### src/rtl/fifo_pkg.sv
// Shared constants, width helpers and status struct for fifo_sync_param.
package fifo_pkg;

    localparam int DATA_WIDTH_DEF = 8;

    function automatic int ptr_w(input int depth);
        return $clog2(depth) + 1;
    endfunction

    function automatic int cnt_w(input int depth);
        return $clog2(depth + 1);
    endfunction

    typedef struct packed {
        logic full;
        logic empty;
        logic almost_full;
        logic almost_empty;
    } fifo_status_t;

endpackage

### src/rtl/fifo_mem.sv
// Simple dual-port RAM for fifo_sync_param: synchronous write, registered synchronous read.
module fifo_mem #(
    parameter int DATA_WIDTH = 8,
    parameter int DEPTH      = 16,
    localparam int AW        = $clog2(DEPTH)
) (
    input  logic                  clk,
    input  logic                  rst,
    input  logic                  we_i,
    input  logic [AW-1:0]         waddr_i,
    input  logic [DATA_WIDTH-1:0] wdata_i,
    input  logic                  re_i,
    input  logic [AW-1:0]         raddr_i,
    output logic [DATA_WIDTH-1:0] rdata_o
);

    logic [DATA_WIDTH-1:0] mem_q [DEPTH];
    logic [DATA_WIDTH-1:0] rdata_q;

    // Storage is deliberately left out of reset.
    always_ff @(posedge clk) begin
        if (we_i) begin
            mem_q[waddr_i] <= wdata_i;
        end
    end

    // Read-before-write on an address collision: a full FIFO doing read+write returns the old entry.
    always_ff @(posedge clk or posedge rst) begin
        if (rst) begin
            rdata_q <= '0;
        end else if (re_i) begin
            rdata_q <= mem_q[raddr_i];
        end
    end

    assign rdata_o = rdata_q;

endmodule

### src/rtl/fifo_sync_param.sv
// Parametrised single-clock FIFO with occupancy count and almost-full/empty thresholds.
// Define FIFO_ERR_FLAGS_EN to add sticky overflow/underflow flags with err_clr.
module fifo_sync_param
    import fifo_pkg::*;
#(
    parameter int DATA_WIDTH = DATA_WIDTH_DEF,
    parameter int DEPTH      = 16,
    parameter int AFULL_TH   = DEPTH - 2,
    parameter int AEMPTY_TH  = 2
) (
    input  logic                      clk,
    input  logic                      rst,
    input  logic                      wr_en,
    input  logic [DATA_WIDTH-1:0]     data_in,
    input  logic                      rd_en,
    output logic [DATA_WIDTH-1:0]     data_out,
    output logic                      full,
    output logic                      empty,
    output logic                      almost_full,
    output logic                      almost_empty,
    output logic [cnt_w(DEPTH)-1:0]   count
`ifdef FIFO_ERR_FLAGS_EN
    ,
    input  logic                      err_clr,
    output logic                      overflow,
    output logic                      underflow
`endif
);

    localparam int AW = $clog2(DEPTH);
    localparam int PW = ptr_w(DEPTH);
    localparam int CW = cnt_w(DEPTH);

    if (DEPTH < 2 || (DEPTH & (DEPTH - 1)) != 0) begin : g_bad_depth
        $error("fifo_sync_param: DEPTH must be a power of two >= 2");
    end
    if (!(AEMPTY_TH >= 1 && AEMPTY_TH < AFULL_TH && AFULL_TH <= DEPTH)) begin : g_bad_th
        $error("fifo_sync_param: need 1 <= AEMPTY_TH < AFULL_TH <= DEPTH");
    end

    logic [PW-1:0] wr_ptr_q, wr_ptr_d;
    logic [PW-1:0] rd_ptr_q, rd_ptr_d;
    logic [CW-1:0] count_q;
    logic          wr_acc, rd_acc;

    assign wr_acc   = wr_en && (!full || rd_en);
    assign rd_acc   = rd_en && !empty;
    assign wr_ptr_d = wr_ptr_q + PW'(wr_acc);
    assign rd_ptr_d = rd_ptr_q + PW'(rd_acc);

    // For a power-of-two depth the pointer difference spans 0..DEPTH exactly.
    always_ff @(posedge clk or posedge rst) begin
        if (rst) begin
            wr_ptr_q <= '0;
            rd_ptr_q <= '0;
            count_q  <= '0;
        end else begin
            wr_ptr_q <= wr_ptr_d;
            rd_ptr_q <= rd_ptr_d;
            count_q  <= CW'(wr_ptr_d - rd_ptr_d);
        end
    end

    assign count        = count_q;
    assign full         = (count_q == CW'(DEPTH));
    assign empty        = (count_q == '0);
    assign almost_full  = (count_q >= CW'(AFULL_TH));
    assign almost_empty = (count_q <= CW'(AEMPTY_TH));

    fifo_mem #(
        .DATA_WIDTH (DATA_WIDTH),
        .DEPTH      (DEPTH)
    ) u_mem (
        .clk     (clk),
        .rst     (rst),
        .we_i    (wr_acc),
        .waddr_i (wr_ptr_q[AW-1:0]),
        .wdata_i (data_in),
        .re_i    (rd_acc),
        .raddr_i (rd_ptr_q[AW-1:0]),
        .rdata_o (data_out)
    );

`ifdef FIFO_ERR_FLAGS_EN
    logic ovf_q, unf_q;

    // A set event in the same cycle as err_clr keeps the flag set.
    always_ff @(posedge clk or posedge rst) begin
        if (rst) begin
            ovf_q <= 1'b0;
            unf_q <= 1'b0;
        end else begin
            if (wr_en && full && !rd_en) ovf_q <= 1'b1;
            else if (err_clr)            ovf_q <= 1'b0;
            if (rd_en && empty)          unf_q <= 1'b1;
            else if (err_clr)            unf_q <= 1'b0;
        end
    end

    assign overflow  = ovf_q;
    assign underflow = unf_q;
`endif

endmodule

### config.mk
export PLATFORM = sky130hd
export DESIGN_NAME = fifo_sync_param
export DESIGN_NICKNAME = d
export VERILOG_FILES = /design/src/rtl/fifo_pkg.sv /design/src/rtl/fifo_mem.sv /design/src/rtl/fifo_sync_param.sv
export SDC_FILE = /design/constraint.sdc
export NUM_CORES = 1
export LEC_CHECK = 0
export BUFFER_PORTS_ARGS = -buffer_cell sky130_fd_sc_hd__buf_2
export CORE_UTILIZATION = 43
export CTS_BUF_LIST = sky130_fd_sc_hd__clkbuf_8
export DETAILED_ROUTE_END_ITERATION = 8
export GPL_TIMING_DRIVEN = 0
export SLEW_MARGIN = 40
export SYNTH_ARGS = -nofsm -noshare
export SYNTH_HDL_FRONTEND = slang
export SYNTH_HIERARCHICAL = 1
export SYNTH_SLANG_ARGS = --single-unit
### constraint.sdc
create_clock -name clk -period 3.7 [get_ports clk]
set_clock_uncertainty 0.15 [all_clocks]
set_input_delay 0.555 -clock clk [delete_from_list [all_inputs] [get_ports clk]]
set_output_delay 0.555 -clock clk [all_outputs]
set_load 0.03 [all_outputs]
---- After elaboration in Yosys (flattened, before gate mapping) ----
Memory sizes are Yosys's and may differ from the RTL's. A register that Yosys moved wholly into a read port is not among the register bits.
Index checks and enable logic that the tools add are counted.
storage, ports and cells
  bits in registers ....................... 15
  bits in writable memories ............... 128
  input bits .............................. 12
  output and inout bits ................... 17
  logic and storage cells ................. 18
  memories kept ........................... 1
operators by class
  $add $sub $neg .......................... 3
  magnitude comparators ................... 2
  equal/unequal tests ..................... 1
  multiplexer cells ....................... 2
  reduce and logical (&&, ||, !) cells .... 6
memories
  name         depth  width  rd ports  clocked after Yosys merged registers in  wr ports  RTL line        text
  u_mem.mem_q  16     8      1         1                                        1         fifo_mem.sv:17  logic [DATA_WIDTH-1:0] mem_q [DEPTH];
operator list
  cell                  number
  $add A5 B1 Y5         2
  $eq A5 B5 Y1 const B  1
  $ge A5 B4 Y1 const B  1
  $le A5 B2 Y1 const B  1
  $logic_not A5 Y1      1
  $sub A5 B5 Y5         1
  $logic_and A1 B1 Y1   2
  $logic_not A1 Y1      2
  $mux W1               2
  $logic_or A1 B1 Y1    1

---- Logic depth before layout (Yosys ltp) ----
  depth after elaboration ................. 6
  depth in mapped cells ................... 12
  gate-level depth less buffers ........... 12

---- Modules after synthesis ----
Netlist, hierarchy kept.
modules (own cells, without submodules)
  module           instances  cells an instance  area each (sq um)  sequential area each (sq um)
  fifo_mem         1          241                5335.1             4043.9
  fifo_sync_param  1          58                 726.9              375.4

---- Worst setup path after synthesis ----
OpenSTA, ideal clock, no wires.
  path kind ............................... register -> register
  from .................................... register count_q[2], in the netlist count[2]
  to ...................................... register count_q[4], in the netlist count[4]
  library setup time ...................... 0.080 ns
  data arrival time ....................... 3.363 ns
  required time ........................... 3.470 ns
  path slack .............................. 0.107 ns
  cell stages (with the launch flop) ...... 12
  buffers on the path ..................... 0
  clock period less this slack ............ 3.593 ns
  path through ............................ dfrtp_1 or3_4 nor3_1 nor2b_1 ha_1 ha_1 inv_1 fa_1 a21o_1 a21oi_1 xnor2_1 xnor2_1
on the way
  elaborated cells on any way between the ends .. 10
  those cells by class .................... 3 x add/sub; 1 x eq/ne; 6 x reduce/logical
RTL lines
  item                      RTL line               text
  start: declaration        fifo_sync_param.sv:43  logic [CW-1:0] count_q;
  start signal: assignment  fifo_sync_param.sv:60  count_q <= CW'(wr_ptr_d - rd_ptr_d);
  $logic_not A5 Y1          fifo_sync_param.sv:66  assign empty = (count_q == '0);
  named net empty           fifo_sync_param.sv:18  output logic empty,
  $logic_not A1 Y1          fifo_sync_param.sv:47  assign rd_acc = rd_en && !empty;
  $logic_and A1 B1 Y1       fifo_sync_param.sv:47
  named net rd_acc          fifo_sync_param.sv:44  logic wr_acc, rd_acc;
  $add A5 B1 Y5             fifo_sync_param.sv:49  assign rd_ptr_d = rd_ptr_q + PW'(rd_acc);
  named net rd_ptr_d[1]     fifo_sync_param.sv:42  logic [PW-1:0] rd_ptr_q, rd_ptr_d;
  $sub A5 B5 Y5             fifo_sync_param.sv:60
The timed path passes the listed nets, and every way through them passes these cells.

---- Worst setup path after layout ----
  from .................................... register count_q[2], in the netlist count[2]
  to ...................................... register count_q[4], in the netlist count[4]
on the way
  cells in the longest elaborated chain, start to end .. 6
  elaborated cells on any way between the ends .. 10
  those cells by class .................... 3 x add/sub; 1 x eq/ne; 6 x reduce/logical
ends and longest elaborated chain
  item                   RTL line               text
  $eq A5 B5 Y1           fifo_sync_param.sv:65  assign full = (count_q == CW'(DEPTH));
  $logic_not A1 Y1       fifo_sync_param.sv:46  assign wr_acc = wr_en && (!full || rd_en);
  $logic_or A1 B1 Y1     fifo_sync_param.sv:46
  $logic_and A1 B1 Y1    fifo_sync_param.sv:46
  named net wr_acc       fifo_sync_param.sv:44
  $add A5 B1 Y5          fifo_sync_param.sv:48  assign wr_ptr_d = wr_ptr_q + PW'(wr_acc);
  named net wr_ptr_d[1]  fifo_sync_param.sv:41  logic [PW-1:0] wr_ptr_q, wr_ptr_d;
  $sub A5 B5 Y5          fifo_sync_param.sv:60
The timed path passes the listed nets, and every way through them passes these cells.

==> flow_results.org <==
** Status
- The flow ran to the end, and the final reports show no timing, DRC or antenna violations.

** Logic synthesis
- The largest total area in the synthesized netlist belongs to edfxtp_1.
- The synthesized design contains 151 register bits.
- Cell area after technology mapping :: 6060 um^2
- In this run, synthesis inferred 128 flip-flops with an integrated enable.
- Post-Synthesis Net Count :: 320
- By area the synthesized netlist is led by edfxtp_1 (63%), mux4_2 (9.7%), dfrtp_1 (9.5%).
- Synthesis produced 299 cells.
- Synth cell types :: 35
- Mean instance size in the synthesized netlist :: 20.3 um^2
- Of all flip-flops after synthesis, the portion carrying an async set or reset was 0.152.
- For this run, the leading register cell type out of synthesis is edfxtp_1.
- Sequential area share after synthesis :: 0.729
- Sorting the synthesized cells by how often they occur yields edfxtp_1 (128), mux4_2 (26), dfrtp_1 (23), nor2_1 (20), inv_1 (9).
- The share of synthesized area in the top cell type comes to 0.634.
- The Yosys step of the flow raised 6 warnings.
- Among all cell types in the netlist, the one instantiated most often is edfxtp_1.

** Floorplan
- In this run the vertical extent of the chip is 121 um.
- For this design the top-level I/O count stands at 29.
- The die is 121 um wide.
- Area of the core :: 13800 um^2
- Cell Rows :: 43
- The die covers 14600 um^2.
- For this configuration, the core starts out at a cell density of 0.438.

** Setup path
- The worst register-to-register path begins at count[2].
- Worst Path Max Fanout :: 5
- The critical path is of the reg2reg type.
- Worst Setup End Kind :: register
- Measured in cells, the most critical reg-to-reg path has a length of 9.
- The worst setup path is launched from a register.
- At the worst endpoint, the arrival time is 3.39 ns.
- The setup check on the worst reg-to-reg path leaves a slack of 0.53 ns.
- In this run the critical register-to-register path is captured at count[4].
- Critical path required time :: 3.92 ns

** STA
- Worst hold-check slack :: 0.341 ns
- Highest Clock Rate :: 316 MHz
- Final period util :: 0.856
- Setup violations remaining at the end of the flow were counted as 0.
- Setup repair after global routing left no endpoint under its margin.
- At the pin with the least slew margin, the transition time is 0.769 ns.
- The worst pin sits at a relative slew slack of 0.485.
- Final number of max-transition violations :: 0
- Adding up every negative setup slack in the final design gives 0 ns.
- Number of hold violations in the final report :: 0
- Final Critical Period :: 3.17 ns

** Global route
- Tot GR Track Use :: 0.176
- Global route total overflow :: 0
- met2 is the most crowded layer.
- Pin count of the biggest net entering global routing :: 17
- The first global-routing pass estimated 17700 um of wire.
- For met2 alone, demand over resource in global routing was 0.270.
- Global routing met1 resource utilization :: 0.242
- The number of global-route vias before repair was 2970.
- For met3 alone, demand over resource in global routing was 0.0410.
- The number of antenna violations at the first check in global routing came to 0.

** Clocking
- Clock latency on the worst-skew pair, taken at its later pin, is 0.44 ns.
- TritonCTS built the clock tree.
- TritonCTS buffer count :: 17
- Post-CTS setup buffer count :: 0
- The H-tree was split into 4 levels.
- Clock sink count :: 151
- Counting along the longest clock path gives a buffer depth of 2.
- After clock tree synthesis, the clock-pin slew on the worst setup and hold paths is 0.08 ns.
- CTS placed an instance of clkbuf_8 at the clock tree root.
- # hold bufs at CTS :: 1
- Number of instances resized during post-cts repair :: 0

** Finish
- The area growth from synthesis to layout is 13.9%.
- Diodes inserted :: 0
- After the last flow step, the layout net total stands at 370.
- Once layout is done, the placed cells without fillers occupy 6910 um^2.
- Fill cell total of the finished layout :: 1146
- Of the cells placed in the final design, the portion with a size suffix greater than 1 is 0.343.
- Once layout is complete, the utilization of the core stands at 0.500.

** Power
- For this design the static power due to leakage is 2.37 nW.
- VDD sags by at most 0.515 mV.
- Pwr per Cell Area :: 811 nW/um^2
- Summing internal, switching and leakage power gives 5.60 mW.

** Detailed routing
- WL/cell :: 21.4 um
- Using the TritonRoute via totals, the vias-per-cell ratio works out to 5.32.
- Wires add up to 11600 um.
- For this run, the detailed router's first-pass iteration total came to 4.
- Vias after detailed routing :: 2881
- Count of nets left with antenna violations after detail routing :: 0
- First DRT Iteration DRCs :: 181
- In the routed design, unresolved DRC markers number 0.

** Placement
- The HPWL after detailed placement is 7580 um.
- The placed instances occupy a cell area of 6490 um^2.
- Last weighted congestion value of the routability-driven placer :: 0.773
- Buffers placed on the I/O ports in this run total 28.

** Min path
- Start point of the worst hold path :: data_in[7]
- Along the worst hold path, the cell count comes to 1.
- Worst hold path class :: in2reg
- Worst Hold Endpoint :: u_mem/mem_q[2][7]

** Run
- Number of maximum-capacitance constraint violations :: 0
## cell usage in the layout, fill, tap and decap left out, types with 2 or more instances in the layout
cell type	Yosys	routed
buf_12	2	2
ha_1	8	8
buf_4	1	3
nor2_1	20	9
mux4_1	6	6
mux4_2	26	26
nand2_1	2	2
a21oi_1	2	2
inv_1	9	10
buf_6	5	5
o22ai_1	7	7
clkinv_2	0	2
a221oi_2	8	8
nand3b_1	2	2
buf_1	4	4
xnor2_1	5	5
nand2b_1	3	3
bufinv_16	0	3
a21o_1	2	2
edfxtp_1	128	128
xor2_1	4	4
nor2_2	0	11
buf_2	2	30
nand3_1	5	5
clkinv_4	0	2
clkbuf_8	0	18
mux2i_1	8	8
nor3_2	0	4
nor3_1	6	2
clkinv_1	0	2
clkinvlp_4	0	4
dfrtp_1	23	23
## logic make-up (layout without fill, tap and decap cells)
| kind of cell | after synthesis | after routing | synth area share |
|---|---|---|---|
| fa+ha+maj | 9 | 9 | 0.0198 |
| xor+xnor | 10 | 10 | 0.0157 |
| flops | 151 | 151 | 0.729 |
| mux | 40 | 40 | 0.136 |
| simple gates | 44 | 44 | 0.0363 |
| compound gates | 22 | 22 | 0.0365 |
| buf+inv | 23 | 86 | 0.0268 |
## area by class of cell
type	count	area (um^2)	area share
timing repair buffer	31	165	0.0239
tap	180	225	0.0326
buffer	14	129	0.0187
multi-input combinational	125	1530	0.221
inverter	9	33.8	0.00489
clock inverter	14	159	0.0230
sequential	151	4420	0.640
clock buffer	18	248	0.0359
## worst max-delay path, cell delays in order, from the launching register on
cell and delay, ns:
dfrtp_1 0.42, or3_4 0.41, o41a_1 0.42, ha_1 0.24
ha_1 0.33, fa_1 0.46, a21o_1 0.19, a21oi_1 0.17
xnor2_1 0.15, xnor2_1 0.14
## metal layers
metal  up-vias  wire length (um)
met5         -                 0
met4         0               202
met3        17               616
met2        71              5630
met1      1484              5140
li1       1309                 -
## registers in the layout (all words and copies together), names as in the netlist
| register | count |
|---|---|
| wr_ptr_q | 5 |
| u_mem/rdata_o | 8 |
| u_mem/mem_q | 128 |
| count | 5 |
| rd_ptr_q | 5 |
## per-stage QoR
stage	instances	worst slack (ns)
2_1_floorplan	299	0.107
5_1_grt	542	0.319
3_3_place_gp	507	0.490
4_1_cts	542	0.483
3_5_place_dp	509	0.500
6_report	542	0.532
## worst max path at each step
stage             start                end  slack, ns  cells after the start
2_1_floorplan  count[2]           count[4]       0.11                     11
3_5_place_dp   count[2]           count[4]       0.50                      9
3_3_place_gp      rd_en  u_mem/mem_q[0][5]       0.49                      4
4_1_cts        count[2]           count[4]       0.48                      9
6_report       count[2]           count[4]       0.53                      9
5_1_grt        count[2]           count[4]       0.32                      9
## report_power, final
part           leakage [nW]  switching [mW]  total (mW)  internal [mW]
registers              1.42           0.170        2.31           2.14
clock network         0.197           0.609        1.28          0.676
logic                 0.754            1.11        2.01          0.892
(Power assumes the default switching activity.)
